## src/rtl/mfp_ahb_bot_regs_if.sv

```systemverilog
// AHB-lite slave-side bus bundle for the RojoBot register block.
// HREADY is not carried: the slave is zero-wait and the interconnect ties it high.
interface mfp_ahb_bot_regs_if;
    logic [2:0]  HADDR;
    logic [1:0]  HTRANS;
    logic [31:0] HWDATA;
    logic        HWRITE;
    logic        HSEL;
    logic [31:0] HRDATA;

    modport master (output HADDR, HTRANS, HWDATA, HWRITE, HSEL, input HRDATA);
    modport slave  (input HADDR, HTRANS, HWDATA, HWRITE, HSEL, output HRDATA);
endinterface

```

## src/rtl/mfp_ahb_bot_regs.sv

```systemverilog
// AHB-lite register slave bridging the MIPSfpga core to the RojoBot: motor control out,
// status snapshot on each bot update, sticky update/overrun flags with software acknowledge.
module mfp_ahb_bot_regs #(
    parameter int         CNT_W    = 16,
    parameter logic [7:0] CTRL_RST = 8'h00
) (
    input  logic              HCLK,
    input  logic              HRESET,
    mfp_ahb_bot_regs_if.slave bus,
    input  logic [31:0]       IO_BotInfo,
    input  logic              IO_BotUpd,
    output logic [7:0]        IO_BotCtrl,
    output logic              IO_BotIrq
);

    localparam logic [2:0] A_CTRL = 3'd0;
    localparam logic [2:0] A_INFO = 3'd1;
    localparam logic [2:0] A_STAT = 3'd2;
    localparam logic [2:0] A_ACK  = 3'd3;
    localparam logic [2:0] A_CNT  = 3'd4;

    logic             we_d;
    logic [2:0]       addr_d;
    logic [7:0]       ctrl;
    logic [31:0]      info;
    logic             upd_flag;
    logic             overrun;
    logic [CNT_W-1:0] cnt;
    logic [31:0]      rd_mux;
    logic             addr_ok;
    logic             wr_ctrl;
    logic             ack;
    logic             unused_bits;

    assign addr_ok     = bus.HSEL & bus.HTRANS[1];
    assign wr_ctrl     = we_d & (addr_d == A_CTRL);
    assign ack         = we_d & (addr_d == A_ACK) & bus.HWDATA[0];
    assign unused_bits = ^{bus.HTRANS[0], bus.HWDATA[31:8]};

    // Data-phase writes are forwarded so a read right behind a write sees the new value;
    // bot updates in the same cycle are not, so INFO/STAT read their pre-update contents.
    always_comb begin
        rd_mux = 32'h0;
        case (bus.HADDR)
            A_CTRL: rd_mux = {24'h0, wr_ctrl ? bus.HWDATA[7:0] : ctrl};
            A_INFO: rd_mux = info;
            A_STAT: rd_mux = ack ? 32'h0 : {30'h0, overrun, upd_flag};
            A_CNT:  rd_mux = 32'(cnt);
            default: rd_mux = 32'h0;
        endcase
    end

    always_ff @(posedge HCLK or posedge HRESET) begin
        if (HRESET) begin
            we_d       <= 1'b0;
            addr_d     <= 3'd0;
            bus.HRDATA <= 32'h0;
        end else begin
            we_d <= addr_ok & bus.HWRITE;
            if (addr_ok)
                addr_d <= bus.HADDR;
            if (addr_ok & ~bus.HWRITE)
                bus.HRDATA <= rd_mux;
        end
    end

    always_ff @(posedge HCLK or posedge HRESET) begin
        if (HRESET)
            ctrl <= CTRL_RST;
        else if (wr_ctrl)
            ctrl <= bus.HWDATA[7:0];
    end

    // An update coinciding with an ACK leaves the flag set but no overrun.
    always_ff @(posedge HCLK or posedge HRESET) begin
        if (HRESET) begin
            info     <= 32'h0;
            upd_flag <= 1'b0;
            overrun  <= 1'b0;
            cnt      <= '0;
        end else if (IO_BotUpd) begin
            info     <= IO_BotInfo;
            upd_flag <= 1'b1;
            overrun  <= ack ? 1'b0 : (overrun | upd_flag);
            cnt      <= cnt + CNT_W'(1);
        end else if (ack) begin
            upd_flag <= 1'b0;
            overrun  <= 1'b0;
        end
    end

    assign IO_BotCtrl = ctrl;
    assign IO_BotIrq  = upd_flag;

endmodule

```

## src/flat_wrapper.sv

```systemverilog
// flat-port wrapper written by rule: the top's interface ports become plain ports
module mfp_ahb_bot_regs_flat 
#(
    parameter int         CNT_W    = 16,
    parameter logic [7:0] CTRL_RST = 8'h00
)
  (HCLK, HRESET, IO_BotInfo, IO_BotUpd, IO_BotCtrl, IO_BotIrq, bus_HADDR, bus_HTRANS, bus_HWDATA, bus_HWRITE, bus_HSEL, bus_HRDATA);
  mfp_ahb_bot_regs_if bus_i ();
  input  logic HCLK;
  input  logic HRESET;
  input  logic [31:0] IO_BotInfo;
  input  logic IO_BotUpd;
  output logic [7:0] IO_BotCtrl;
  output logic IO_BotIrq;
  input wire logic [$bits(bus_i.HADDR)-1:0] bus_HADDR;
  input wire logic [$bits(bus_i.HTRANS)-1:0] bus_HTRANS;
  input wire logic [$bits(bus_i.HWDATA)-1:0] bus_HWDATA;
  input wire logic [$bits(bus_i.HWRITE)-1:0] bus_HWRITE;
  input wire logic [$bits(bus_i.HSEL)-1:0] bus_HSEL;
  output wire logic [$bits(bus_i.HRDATA)-1:0] bus_HRDATA;
  assign bus_i.HADDR = bus_HADDR;
  assign bus_i.HTRANS = bus_HTRANS;
  assign bus_i.HWDATA = bus_HWDATA;
  assign bus_i.HWRITE = bus_HWRITE;
  assign bus_i.HSEL = bus_HSEL;
  assign bus_HRDATA = bus_i.HRDATA;
  mfp_ahb_bot_regs #(.CNT_W(CNT_W), .CTRL_RST(CTRL_RST)) u_core (.HCLK(HCLK), .HRESET(HRESET), .bus(bus_i), .IO_BotInfo(IO_BotInfo), .IO_BotUpd(IO_BotUpd), .IO_BotCtrl(IO_BotCtrl), .IO_BotIrq(IO_BotIrq));
endmodule
```

## config.mk

```make
export PLATFORM = sky130hd
export DESIGN_NAME = mfp_ahb_bot_regs_flat
export DESIGN_NICKNAME = d
export VERILOG_FILES = /design/src/rtl/mfp_ahb_bot_regs_if.sv /design/src/rtl/mfp_ahb_bot_regs.sv /design/src/flat_wrapper.sv
export SDC_FILE = /design/constraint.sdc
export NUM_CORES = 1
export LEC_CHECK = 0
export CORE_MARGIN = 2
export CORE_UTILIZATION = 26
export CTS_CLUSTER_SIZE = 40
export DETAILED_ROUTE_END_ITERATION = 10
export PLACE_DENSITY = 0.54
export SLEW_MARGIN = 20
export SYNTH_ARGS = -nofsm -noshare
export SYNTH_HDL_FRONTEND = slang
export SYNTH_SLANG_ARGS = --single-unit
```

## constraint.sdc

```tcl
create_clock -name HCLK -period 5.8 [get_ports HCLK]
set_clock_uncertainty 0.15 [all_clocks]
set_input_delay 0.58 -clock HCLK [delete_from_list [all_inputs] [get_ports HCLK]]
set_output_delay 0.58 -clock HCLK [all_outputs]
set_load 0.02 [all_outputs]
```

* Word-level counts from Yosys, hierarchy flattened *
Cells that the tools add are included.

word-level totals
  register bits after elaboration = 94
  output and inout bits = 41
  word-level logic and storage cells = 31

cells by class
  $add $sub $neg = 1
  eq/ne operators = 4
  multiplexer cells = 7
  bitwise logic cells = 8
  reductions and logical operators = 3

operators with widths
  kind                                                  number
  case mux 32 bit (4 select lines)                      1
  adder 16 x 1 -> 16 bit (second input constant)        1
  two-way mux 8 bit                                     1
  bitwise AND 1 bit                                     6
  equality test 3 x 2 -> 1 bit (second input constant)  2
  logical NOT 3 bit                                     2
  two-way mux 1 bit                                     4
  equality test 3 x 1 -> 1 bit (second input constant)  1
  equality test 3 bit (second input constant)           1
  two-way mux 2 bit                                     1
  nonzero test 2 bit                                    1
  NOT 1 bit                                             1
  OR 1 bit                                              1

* Logic depth before layout (Yosys ltp) *
  depth in word-level cells = 5
  mapped depth = 6
  depth with buffers taken out = 5

* Worst setup path after synthesis *
OpenSTA, ideal clock, no wires.

  path type = flip-flop to flip-flop
  from = reg u_core.addr_d[0]
  to = reg u_core.bus.HRDATA[0]
  library setup time = 0.132 ns
  arrival time = 1.625 ns
  data required time = 5.518 ns
  path slack = 3.893 ns
  cell stages (with the launch flop) = 5
  clock period less this slack = 1.907 ns
  cell sequence = dfrtp_1 nor4b_4 mux2_2 a221oi_1 o21ai_1

on the way
  word-level cells in the longest chain between the ends = 5
  elaborated cells on any way between the ends = 8
  those cells by class = eq/ne: 1; mux: 3; bitwise: 3; reduce/logical: 1

RTL lines
  element                             RTL line                   source
  start, declared                     mfp_ahb_bot_regs.sv:23     logic [2:0] addr_d;
  start signal, assigned              mfp_ahb_bot_regs.sv:61     addr_d <= bus.HADDR;
  equality test 3 x 2 -> 1 bit        mfp_ahb_bot_regs.sv:37     assign ack = we_d & (addr_d == A_ACK) & bus.HWDATA[0];
  bitwise AND 1 bit (2 in a row)      mfp_ahb_bot_regs.sv:37
  two-way mux 2 bit                   mfp_ahb_bot_regs.sv:47     A_STAT: rd_mux = ack ? 32'h0 : {30'h0, overrun, upd_flag};
  case mux 32 bit (4 select lines) *  mfp_ahb_bot_regs.sv:44     case (bus.HADDR)
  end signal, assigned                mfp_ahb_bot_regs.sv:63     bus.HRDATA <= rd_mux;
  end, declared                       mfp_ahb_bot_regs_if.sv:12  modport slave (input HADDR, HTRANS, HWDATA, HWRITE, HSEL, output HRDATA);

Every way passes the cells marked *; elsewhere a longest branch is shown, timed or not.
A chain may end at the register's enable or synchronous reset.

* Final worst setup path *
  from = in bus_HSEL
  to = reg u_core.bus.HRDATA[21]

on the way
  word-level cells in the longest chain between the ends = 2

RTL lines
  element            RTL line                source
  start, declared    flat_wrapper.sv:19      input wire logic [$bits(bus_i.HSEL)-1:0] bus_HSEL;
  bitwise AND 1 bit  mfp_ahb_bot_regs.sv:35  assign addr_ok = bus.HSEL & bus.HTRANS[1];
  bitwise AND 1 bit  mfp_ahb_bot_regs.sv:62  if (addr_ok & ~bus.HWRITE)

Every way passes these cells.

==> results by group <==
Run status
  – Status: complete, no violations

Worst setup path
  – Crit start category: primary input
  – Slowest CP cell: nor4b_4
  – Setup Crit Path Kind: in2reg
  – Reg-to-Reg Start: u_core.addr_d[0]
  – Critical Path RT: 5920 ps
  – Crit. Startpoint: bus_HSEL
  – FF-to-FF path depth: 4
  – WP data arrival: 2860 ps
  – CP endpoint kind: flop
  – CP endpoint: u_core.bus.HRDATA[21]
  – Critical path cell sequence: clkdlybuf4s50_1 -> nand2_1 -> or2_1 -> buf_4 -> nor4b_4 -> a22o_1
  – R2R setup slack: 3670 ps
  – Worst path max stage delay: 910 ps
  – Worst r2r dst: u_core.bus.HRDATA[0]
  – CP max FO: 42

STA
  – Final period util: 0.473
  – Final Slew Violations: 0
  – Post-route setup TNS: 0 ps
  – Slew @ Worst Pin: 1050 ps
  – Setup Viol. Count Final: 0
  – Hold Slack: 325 ps
  – Max Freq: 0.365 GHz
  – RSZ-0062 raised after global routing: no
  – Tmin final: 2740 ps
  – Slew headroom: 0.294
  – Hold violation count in the final report: 0

Route
  – Vias: 2527
  – First drt pass iteration count: 4
  – Routed WL per cell: 15.6 µm
  – DRC: 0
  – Starting DRT DRC Count: 132
  – Via-to-Cell Ratio: 4.54
  – Post-route antenna net violation count: 0
  – DRT Wirelength: 8700 µm

Clocking
  – Post-CTS sizing: 0
  – Max Root-Sink Buffers: 2
  – TritonCTS clock tree: yes
  – Clock root buffer: clkbuf_16
  – Num Clock Sinks: 94
  – Hold bufs inserted after CTS: 0
  – CTS clk-pin slew, worst paths: 60 ps
  – H-tree depth: 3
  – TritonCTS buffer count: 9
  – Clk_lat worst skew: 340 ps
  – Setup Fix Bufs, Post-CTS: 0

Synthesis
  – Avg Inst Size Synth: 13.8 µm²
  – Main area contributors after synthesis: dfrtp_1 62%, mux2_2 13%, a22o_1 9.2%, xnor2_1 2.1%, nand2_1 1.4%
  – Asr flop ratio synth: 1.00
  – Post-synth top area cell: dfrtp_1
  – Yosys warning count: 0
  – Netlist cell types: 31
  – Post-synthesis cell area: 3820 µm²
  – Yosys reg bits: 94
  – Synth top area share: 0.616
  – EDFF count, synth: 0
  – Synth Instances: 277
  – Primary FF master, synth: dfrtp_1
  – Net count after synthesis: 352
  – Sequential fraction of the synthesis area: 0.616

Die
  – Die height: 125 µm
  – Initial Util: 0.265
  – Number of placement rows: 44
  – IO Count: 115
  – Die X: 125 µm
  – Core box area: 14400 µm²
  – Die Area: 15700 µm²

Layout
  – Layout cells sized above 1: 0.177
  – Multi-input logic area: 1390 µm²
  – FF+latch area: 2350 µm²
  – Most common cell after layout, fill and taps aside: dfrtp_1
  – Antenna Cells: 0
  – Nets: 443
  – Fillcell total: 1416
  – Final instance area: 5190 µm²
  – Most frequent cells in the layout: 94 x dfrtp_1, 88 x clkdlybuf4s50_1, 43 x mux2_2, 40 x a22o_1, 14 x nand2_1
  – Area Growth Syn to Fin: 36.0%

Global route
  – Initial antenna violation count: 0
  – Number of global-route vias before repair: 2771
  – First-pass GRT wire length: 14600 µm
  – Pin count of the biggest net entering global routing: 64
  – Grt total ovfl: 0
  – GRT Total Usage: 0.118

Job
  – Max_cap viols: 0

Placed design
  – DP Area: 4910 µm²
  – Hpwl dp: 5900 µm
  – Port Buf Inserts: 89
  – Gpl congestion: 0.765

Power
  – Maximum VDD drop: 0.117 mV
  – Leak pwr: 2.18 nW
  – Total power: 1.71 mW
  – Cell Pwr Density: 329 nW/µm²

Worst hold path
  – Min-Delay Path Class: reg2reg
-- cell usage after synthesis (2+ instances only) --
cell / n
a22o_1: 40
nor2b_1: 3
a41oi_1: 3
dfrtp_1: 94
xor2_1: 6
nor2_1: 4
clkbuf_1: 6
buf_1: 4
nand2_1: 14
nor4_1: 2
a221oi_1: 2
buf_2: 3
nor3_1: 2
nand3_1: 8
inv_1: 2
a22oi_1: 6
nand4_1: 3
mux2_2: 43
or4bb_1: 2
nor4b_4: 2
xnor2_1: 9
and3_1: 3
o21ai_1: 8
-- logic make-up after synthesis --
logic type | Yosys count | share of synthesized area
adders and majority gates | 1 | 0.00328
muxes | 43 | 0.127
xor gates and xnor gates | 15 | 0.0344
buffers and inverters | 17 | 0.0187
and+or+nand+nor | 45 | 0.0705
DFF | 94 | 0.616
AOI/OAI and AO/OA | 62 | 0.130
-- report_power, final --
part | internal (mW) | switching [mW] | total, mW
combinational | 0.184 | 0.155 | 0.339
sequential | 0.745 | 0.0692 | 0.814
clock | 0.311 | 0.245 | 0.556
-- per-stage QoR --
stage	utilization	setup slack, ps	cells
final	0.360	3060	556
after global routing	0.360	2870	556
after CTS	0.360	2990	556
after detailed placement	0.341	2620	541
after global placement	0.341	2690	541
after floorplan	-	2620	277
-- sequential cells by signal, indices dropped and copies added (netlist names) --
register,flops
u_core.IO_BotIrq,1
u_core.addr_d,3
u_core.we_d,1
u_core.bus.HRDATA,32
u_core.info,32
u_core.IO_BotCtrl,8
u_core.overrun,1
u_core.cnt,16
-- critical path, delay by kind of cell --
kind | cells | cell delay [ps]
AND/OR/NAND/NOR | 3 | 1260
buffers and inverters | 2 | 750
AO/OA/AOI/OAI | 1 | 250
-- layout make-up --
type                    instances  share of cell area
flip-flops and latches         94               0.453
multi-input cells             166               0.269
repair buffers                 94               0.178
clock buffers                  12              0.0494
well taps                     184              0.0444
clock inverters                 3             0.00386
inverters                       3             0.00265
-- layer usage --
layer	global-route usage	wire, µm	vias up	share of wire
met3	0.0342	412	10	0.047
met4	0.0510	140	0	0.016
li1	-	-	1218	-
met2	0.179	3970	54	0.46
met5	0	0	-	0
met1	0.158	4170	1245	0.48
-- worst min-delay path by stage --
stage / from / end / depth (start not counted)
after floorplan: u_core.cnt[15] / u_core.cnt[15] / 1
after global placement: u_core.cnt[15] / u_core.cnt[15] / 1
after detailed placement: u_core.cnt[15] / u_core.cnt[15] / 1
after CTS: u_core.cnt[15] / u_core.cnt[15] / 1
after global routing: u_core.info[18] / u_core.bus.HRDATA[18] / 1
final: u_core.cnt[15] / u_core.cnt[15] / 1
Power figures use the tool's default switching activity.
